[src/rtl/pool_window_sched.sv]
// Sequencing controller for max pooling over a square feature map.
// It walks each stride-aligned window of an external single-port buffer,
// issuing one read per cycle, and keeps a running signed maximum of the
// returned words. Each window maximum is then offered on a valid/ready port.
//
// Ports:
//   i_clk, i_reset       clock, synchronous active-high reset
//   i_start              request to process one map (ignored while busy)
//   o_busy, o_done       map in progress / one-cycle completion pulse
//   o_rd_en, o_rd_addr   buffer read strobe and word address
//   i_rd_data            buffer read data, one cycle after o_rd_en
//   o_out_valid, i_out_ready, o_out_data, o_out_addr   window result port
module pool_window_sched #(
    parameter int unsigned INPUT_SIZE   = 8,
    parameter int unsigned POOLING_SIZE = 2,
    localparam int unsigned OUT_SIDE = INPUT_SIZE / POOLING_SIZE,
    localparam int unsigned AW = (INPUT_SIZE * INPUT_SIZE > 1) ? $clog2(INPUT_SIZE * INPUT_SIZE) : 1,
    localparam int unsigned OW = (OUT_SIDE * OUT_SIDE > 1) ? $clog2(OUT_SIDE * OUT_SIDE) : 1
) (
    input  logic          i_clk,
    input  logic          i_reset,
    input  logic          i_start,
    output logic          o_busy,
    output logic          o_done,
    output logic          o_rd_en,
    output logic [AW-1:0] o_rd_addr,
    input  logic [31:0]   i_rd_data,
    output logic          o_out_valid,
    input  logic          i_out_ready,
    output logic [31:0]   o_out_data,
    output logic [OW-1:0] o_out_addr
);

    localparam int unsigned KW = (POOLING_SIZE > 1) ? $clog2(POOLING_SIZE) : 1;
    localparam int unsigned WW = (OUT_SIDE > 1) ? $clog2(OUT_SIDE) : 1;

    typedef enum logic [2:0] {
        ST_IDLE,
        ST_READ,
        ST_FLUSH,
        ST_OUT,
        ST_DONE
    } state_t;

    state_t        r_state;
    logic [WW-1:0] r_wr;
    logic [WW-1:0] r_wc;
    logic [KW-1:0] r_kr;
    logic [KW-1:0] r_kc;
    logic          r_rd_first;
    logic          r_cap_vld;
    logic          r_cap_first;
    logic [31:0]   r_max;

    state_t        w_state_nxt;
    logic [WW-1:0] w_wr_nxt;
    logic [WW-1:0] w_wc_nxt;
    logic [KW-1:0] w_kr_nxt;
    logic [KW-1:0] w_kc_nxt;
    logic [31:0]   w_max_nxt;
    logic          w_rd_en_nxt;
    logic          w_rd_first_nxt;
    logic [AW-1:0] w_rd_addr_nxt;
    logic          w_out_valid_nxt;
    logic [31:0]   w_out_data_nxt;
    logic [OW-1:0] w_out_addr_nxt;
    logic          w_busy_nxt;
    logic          w_done_nxt;

    // Next state, counters and the registered-output values derived from them
    always_comb begin
        w_state_nxt = r_state;
        w_wr_nxt    = r_wr;
        w_wc_nxt    = r_wc;
        w_kr_nxt    = r_kr;
        w_kc_nxt    = r_kc;
        w_max_nxt   = r_max;

        case (r_state)
            ST_IDLE: begin
                if (i_start) begin
                    w_state_nxt = ST_READ;
                    w_wr_nxt    = '0;
                    w_wc_nxt    = '0;
                    w_kr_nxt    = '0;
                    w_kc_nxt    = '0;
                end
            end
            ST_READ: begin
                if (r_kc == KW'(POOLING_SIZE - 1)) begin
                    w_kc_nxt = '0;
                    if (r_kr == KW'(POOLING_SIZE - 1)) begin
                        w_kr_nxt    = '0;
                        w_state_nxt = ST_FLUSH;
                    end else begin
                        w_kr_nxt = r_kr + KW'(1);
                    end
                end else begin
                    w_kc_nxt = r_kc + KW'(1);
                end
            end
            ST_FLUSH: w_state_nxt = ST_OUT;
            ST_OUT: begin
                if (i_out_ready) begin
                    w_state_nxt = ST_READ;
                    if (r_wc == WW'(OUT_SIDE - 1)) begin
                        w_wc_nxt = '0;
                        if (r_wr == WW'(OUT_SIDE - 1)) begin
                            w_wr_nxt    = '0;
                            w_state_nxt = ST_DONE;
                        end else begin
                            w_wr_nxt = r_wr + WW'(1);
                        end
                    end else begin
                        w_wc_nxt = r_wc + WW'(1);
                    end
                end
            end
            ST_DONE: w_state_nxt = ST_IDLE;
            default: w_state_nxt = ST_IDLE;
        endcase

        // Returning word: first element of a window loads, later ones win only if strictly greater
        if (r_cap_vld && (r_cap_first || ($signed(i_rd_data) > $signed(r_max)))) begin
            w_max_nxt = i_rd_data;
        end

        w_rd_en_nxt     = (w_state_nxt == ST_READ);
        w_rd_first_nxt  = w_rd_en_nxt && (w_kr_nxt == '0) && (w_kc_nxt == '0);
        w_rd_addr_nxt   = w_rd_en_nxt
                        ? AW'((32'(w_wr_nxt) * POOLING_SIZE + 32'(w_kr_nxt)) * INPUT_SIZE
                              + 32'(w_wc_nxt) * POOLING_SIZE + 32'(w_kc_nxt))
                        : o_rd_addr;
        w_out_valid_nxt = (w_state_nxt == ST_OUT);
        w_out_data_nxt  = w_out_valid_nxt ? w_max_nxt : o_out_data;
        w_out_addr_nxt  = w_out_valid_nxt ? OW'(32'(w_wr_nxt) * OUT_SIDE + 32'(w_wc_nxt)) : o_out_addr;
        w_busy_nxt      = (w_state_nxt == ST_READ) || (w_state_nxt == ST_FLUSH) || (w_state_nxt == ST_OUT);
        w_done_nxt      = (w_state_nxt == ST_DONE);
    end

    // State, counters, capture pipeline and outputs
    always_ff @(posedge i_clk) begin
        if (i_reset) begin
            r_state     <= ST_IDLE;
            r_wr        <= '0;
            r_wc        <= '0;
            r_kr        <= '0;
            r_kc        <= '0;
            r_rd_first  <= 1'b0;
            r_cap_vld   <= 1'b0;
            r_cap_first <= 1'b0;
            r_max       <= '0;
            o_busy      <= 1'b0;
            o_done      <= 1'b0;
            o_rd_en     <= 1'b0;
            o_rd_addr   <= '0;
            o_out_valid <= 1'b0;
            o_out_data  <= '0;
            o_out_addr  <= '0;
        end else begin
            r_state     <= w_state_nxt;
            r_wr        <= w_wr_nxt;
            r_wc        <= w_wc_nxt;
            r_kr        <= w_kr_nxt;
            r_kc        <= w_kc_nxt;
            r_rd_first  <= w_rd_first_nxt;
            r_cap_vld   <= o_rd_en;
            r_cap_first <= r_rd_first;
            r_max       <= w_max_nxt;
            o_busy      <= w_busy_nxt;
            o_done      <= w_done_nxt;
            o_rd_en     <= w_rd_en_nxt;
            o_rd_addr   <= w_rd_addr_nxt;
            o_out_valid <= w_out_valid_nxt;
            o_out_data  <= w_out_data_nxt;
            o_out_addr  <= w_out_addr_nxt;
        end
    end

endmodule

[config.mk]
export PLATFORM = sky130hd
export DESIGN_NAME = pool_window_sched
export DESIGN_NICKNAME = d
export VERILOG_FILES = /design/src/rtl/pool_window_sched.sv
export SDC_FILE = /design/constraint.sdc
export NUM_CORES = 1
export LEC_CHECK = 0
export BUFFER_PORTS_ARGS = -buffer_cell sky130_fd_sc_hd__buf_2
export CAP_MARGIN = 20
export CORE_MARGIN = 2
export CORE_UTILIZATION = 50
export DETAILED_ROUTE_END_ITERATION = 16
export GPL_TIMING_DRIVEN = 0
export HOLD_SLACK_MARGIN = 0.1
export PLACE_DENSITY_LB_ADDON = 0.08
export SLEW_MARGIN = 25
export SYNTH_ARGS = -nofsm -noshare
export SYNTH_HDL_FRONTEND = slang
export SYNTH_SLANG_ARGS = --single-unit
[constraint.sdc]
create_clock -name i_clk -period 2.7 [get_ports i_clk]
set_clock_uncertainty 0.05 [all_clocks]
set_input_delay 0.27 -clock i_clk [delete_from_list [all_inputs] [get_ports i_clk]]
set_output_delay 0.27 -clock i_clk [all_outputs]
set_load 0.1 [all_outputs]
==> results of run 1 <==
-- final cells by class --
| cell class | instances | area [um2] |
|---|---|---|
| sequential | 90 | 1810 |
| timing repair buffer | 94 | 522 |
| fill | 723 | 2720 |
| buffer | 40 | 303 |
| multi-input combinational | 324 | 2810 |
| tap | 108 | 135 |
| clock buffer | 9 | 124 |
| inverter | 35 | 131 |
| clock inverter | 7 | 73.8 |
-- per-layer routing --
layer	routed length [um]	vias to the layer above	GRT usage (%)
li1	-	2040	-
met1	5380	2072	33.1
met2	6460	149	43.3
met3	764	15	6.73
met4	220	0	7.16
met5	0	-	0
-- synthesized netlist by cell type (4+ instances only) --
library cell	instances	area [um2]
o31ai_2	17	213
ha_1	34	425
dfxtp_1	90	1800
nand2_1	20	75.1
clkbuf_1	25	93.8
nor3_1	5	25.0
a22oi_1	4	30.0
nand4_1	38	238
a311oi_1	33	289
o21ai_0	10	50.1
nand3_1	5	25.0
buf_6	7	78.8
nor2_1	55	206
nor2b_1	6	37.5
a211oi_1	8	60.1
o31ai_1	15	113
inv_1	35	131
a21oi_1	51	255
-- power groups by stage --
stage	clock [mW]	combinational [mW]	sequential (mW)
global placement	0	0.384	1.41
floorplan	0	0.214	1.48
CTS	0.951	0.447	1.39
global route	1.02	0.547	1.39
detailed placement	0	0.389	1.42
finish	0.946	0.504	1.39
-- through the flow --
stage          util (%)  power, mW  instances  instance area, um2
2_1_floorplan         -       1.69        489                4420
3_3_place_gp       57.4       1.80        677                4960
4_1_cts            64.8       2.78        699                5600
3_5_place_dp       57.4       1.80        677                4960
6_report           68.5       2.84        707                5910
5_1_grt            68.5       2.96        707                5910
-- worst max-delay path, stage by stage (launching register included) --
cell	delay, ns
dfxtp_1	0.34
inv_1	0.07
ha_4	0.30
nand4_4	0.13
or4_4	0.57
o311a_4	0.37
a22o_4	0.28
buf_8	0.18
o31ai_4	0.23
a311oi_1	0.13
-- state kept, by name (all words and copies together), names as in the netlist --
name,flops
o_done,1
o_out_valid,1
r_cap_first,1
r_wc,2
r_kr,1
r_wr,2
o_out_addr,4
o_rd_en,1
o_busy,1
r_cap_vld,1
o_rd_addr,6
r_rd_first,1
o_out_data,32
r_state,3
r_kc,1
r_max,32
-- cell families after synthesis --
family / count (synthesis) / share of synthesized area (%)
buffers and inverters: 75 / 8.06
AOI/OAI and AO/OA: 149 / 25.7
and+or+nand+nor: 140 / 15.7
DFF: 90 / 40.7
muxes: 1 / 0.226
adders and majority gates: 34 / 9.62
-- timing repair --
action                                  CTS  global route
gates resized for setup                  71            42
gates cloned                              1             1
setup buffers                             5             7
endpoints found under the hold margin     0             0
endpoints found under the setup margin   63            64
pin swaps                                10            41
-- worst max path at each step --
stage / startpoint / end / slack (ns)
after CTS: r_max[10] / o_out_data[22] / -0.02
after global placement: i_rd_data[30] / o_out_data[6] / -0.37
after detailed placement: i_rd_data[23] / o_out_data[7] / -0.40
final: r_max[31] / o_out_data[26] / -0.12
after floorplan: r_max[31] / o_out_data[26] / 0.05
after global routing: r_max[31] / o_out_data[28] / -0.22
==> impl_metrics.toml, run 1 <==
[run_status]
outcome = "finished, violations left"
violations = "setup timing"

[worst_hold_path]
hold_path.class = "input port to flip-flop"
min_path_cells = 3
hold-path-endpoint = "r_max[19]"
hp-start = "i_rd_data[19]"

[power_and_ir_drop]
max-vdd-ir-drop_mv = 0.323
switching_share_pct = 29.8
power_density_mw_per_mm2 = 480
p_comb_share_pct = 17.8
internal_power_mw = 1.99
p_sw_mw = 0.847
p_clk_share_pct = 33.3
p_leak_nw = 2.18
seqPwrFrac_pct = 48.9

[critical_path]
critPathKind = "flip-flop to flip-flop"
reg2reg_to = "o_out_data[26]"
arrival_ns = 2.97
start_kind = "flip-flop"
cp-end-kind = "flip-flop"
r2r_start = "r_max[31]"
crit_path_max_fanout = 10
rrSetupSlack_ns = -0.12
ff2ff_path_depth = 9
worstPathRequired_ns = 2.85

[floorplanning]
start_util_pct = 51.2
fp.dieH_um = 98.1
io_pins = 82
dieArea_mm2 = 0.00961
die_x_um = 98.1
core_mm2 = 0.00864
row_count = 34

[clock_network]
clk_latency_ns = 0.36
cts_buffers = 9
htree_levels = 3
cts_tree = "built"
cts.reportedPaths.clkPinSlew_ns = 0.10
cts-root-buf = "clkbuf_8"
cts.hold.buffers_added = 0
clock-sinks = 90
clockBufferDepth = 2

[final_layout]
fin_nets = 664
diodes = 0
final_layout_size_suffix_gt1_share_pct = 34.1
final_common_cell = "dfxtp_1"
final_cell_mix = "dfxtp_1, buf_2, nor2_1, a21oi_1, nand4_1"
syn2layout_area_growth_pct = 33.7

[logic_synthesis]
synthArstFlopShare_pct = 0
ys_seq_area_share_pct = 40.7
synth-seq-cells = 90
ys.flop_type = "dfxtp_1"
syn_nets = 559
syn_area_per_cell_um2 = 9.04
yosys.cell_types.count = 39
yosys_warnings = 0
syn_area_mm2 = 0.00442
synth_cells = 489
synth_edf_count = 0

[routing]
drt-initial-drc-count = 176
dr.pass1.iters = 4
ant_nets = 0
drc_errors = 0
post_drt_wl_per_cell_um = 18.1
num_vias = 4276
wirelength_mm = 12.8
vias_per_cell = 6.05

[placement]
dp_hpwl_mm = 8.33
pre_cts_slack_ns = -0.400
place.gp.congestion = 0.852
portBuffers = 80

[grt]
first_global_vias = 4106
grt_remaining_overflow = 0
grt_max_degree = 17
track_usage_pct = 25.8
grt_pass1_wl_mm = 20.1
antenna_found_initial = 0

[sta]
finalCriticalPeriod_ns = 2.82
setup_ws_ns = -0.118
setup_tns_ns = -2.37
tightest_slew_ns = 0.683
max_freq_ghz = 0.355
post-route-period-util_pct = 104
timing.hold.ws_ns = 0.124
slew_headroom_pct = 54.5
rsz0062_at_grt = "yes"
hold_viol_final = 0
setup_viol_count_final = 54
slew_viol_final = 0

[flow_run]
maxCapViolations = 0
Power figures use the tool's default switching activity.
==> run 2: changes to the inputs <==
Settings changed: GPL_TIMING_DRIVEN 0 to default.
==> impl_metrics.toml, run 2 (same netlist as run 1, synthesis figures left out) <==
[power_and_ir_drop]
power_density_mw_per_mm2 = 480
max-vdd-ir-drop_mv = 0.282
p_total_mw = 2.86
p_leak_nw = 2.30

[critical_path]
start_kind = "flip-flop"
worstPathRequired_ns = 2.88
crit_buf_inv = 2
slowest_delay_ns = 0.55
cp-end-kind = "flip-flop"
worstPathCellList = "inv_1 > ha_4 > nand4_1 > or4_4 > o311a_4 > buf_4 > a22o_4 > o31ai_4 > a311oi_2"
crit_path_max_fanout = 8
reg2reg_to = "o_out_data[30]"
r2r_start = "r_max[11]"
ff2ff_path_depth = 9
critical_path.slowest_cell = "or4_4"
critPathKind = "flip-flop to flip-flop"
rrSetupSlack_ns = -0.14
crit_family = "compound AO/OA/AOI/OAI gates"
arrival_ns = 3.02

[final_layout]
syn2layout_area_growth_pct = 34.9
diodes = 0
finish.instance_area_mm2 = 0.00597
largestRegisters = "o_out_data x32, r_max x32, o_rd_addr x6"
layoutNonFillerInstCount = 720
final_cell_mix = "buf_2, dfxtp_1, nor2_1, buf_4, a21oi_1"
post-route-util_pct = 69.1
final_layout_size_suffix_gt1_share_pct = 38.4
final_common_cell = "buf_2"
fin_nets = 677

[worst_hold_path]
hold-path-endpoint = "r_max[0]"
min_path_cells = 3
hp-start = "i_rd_data[0]"
hold_path.class = "input port to flip-flop"

[flow_run]
maxCapViolations = 0

[grt]
grt_remaining_overflow = 0
met3_usage_pct = 4.29
track_usage_pct = 24.3
gr-usage-met2_pct = 40.3
grt_max_degree = 71
grt_use_met1_pct = 31.9
antenna_found_initial = 0
grt_pass1_wl_mm = 19.3
busiest_layer = "met2"
first_global_vias = 4018

[run_status]
violations = "setup timing"
outcome = "finished, violations left"

[sta]
slew_viol_final = 0
rsz0062_at_grt = "yes"
post-route-period-util_pct = 105
tightest_slew_ns = 0.568
slew_headroom_pct = 62.2
max_freq_ghz = 0.352
setup_ws_ns = -0.143
hold_viol_final = 0
finalCriticalPeriod_ns = 2.84
setup_tns_ns = -3.40
setup_viol_count_final = 56

[clock_network]
cts.hold.buffers_added = 0
clock-sinks = 90
clk_latency_ns = 0.36
clockBufferDepth = 2
cts-root-buf = "clkbuf_8"
cts_tree = "built"
cts.reportedPaths.clkPinSlew_ns = 0.09
cts_buffers = 9
htree_levels = 3

[placement]
dp.cells = 687
dpl_cell_area_mm2 = 0.00514
dp_hpwl_mm = 7.66
place.gp.congestion = 0.824
portBuffers = 81

[floorplanning]
core_mm2 = 0.00864
fp.dieH_um = 98.1
start_util_pct = 51.2
die_x_um = 98.1
dieArea_mm2 = 0.00961
io_pins = 82
row_count = 34

[routing]
drt-initial-drc-count = 233
vias_per_cell = 5.85
num_vias = 4209
dr.pass1.iters = 4
ant_nets = 0
wirelength_mm = 12.1
drc_errors = 0
post_drt_wl_per_cell_um = 16.8
## run 2: per-stage QoR
stage	worst slack, ns	hold slack (ns)
global route	-0.203	0.134
global placement	-0.0919	0.372
floorplan	0.0545	0.364
finish	-0.143	0.137
detailed placement	-0.182	0.383
CTS	-0.0667	0.132
## run 2: area by class of cell
type / count / area (um2)
clock inverter: 3 / 46.3
multi-input combinational: 326 / 2730
tap: 108 / 135
fill: 658 / 2670
inverter: 35 / 131
timing repair buffer: 145 / 953
sequential: 90 / 1820
clock buffer: 13 / 159
## run 2: repair_timing
item	4_1_cts	5_1_grt
setup endpoints to repair	64	64
resized for setup	43	43
pin swaps	56	17
buffers inserted	7	10
gates cloned	2	1
## run 2: metal layers
layer	part of all wire, %	routed length [um]
met1	45	5410
met5	0	0
met4	2.1	250
met2	49	5860
met3	4.6	552
## run 2: worst reg2reg max path: cells and delay by family (launching register included)
family	cells	cell delay [ns]
flops	1	0.33
simple gates	2	0.70
compound gates	4	1.16
buf+inv	2	0.22
fa+ha+maj	1	0.27
## run 2: worst max path at each step
stage | from | to | cells after the start
4_1_cts | r_max[18] | o_out_data[12] | 10
3_3_place_gp | i_rd_data[11] | o_out_data[21] | 8
3_5_place_dp | i_rd_data[11] | o_out_data[19] | 8
2_1_floorplan | r_max[31] | o_out_data[26] | 9
5_1_grt | r_max[25] | o_out_data[28] | 15
6_report | r_max[11] | o_out_data[30] | 9
## run 2: power breakdown
part / switching (mW) / internal [mW]
clock network: 0.480 / 0.484
logic: 0.305 / 0.203
registers: 0.0261 / 1.37
total: 0.811 / 2.05
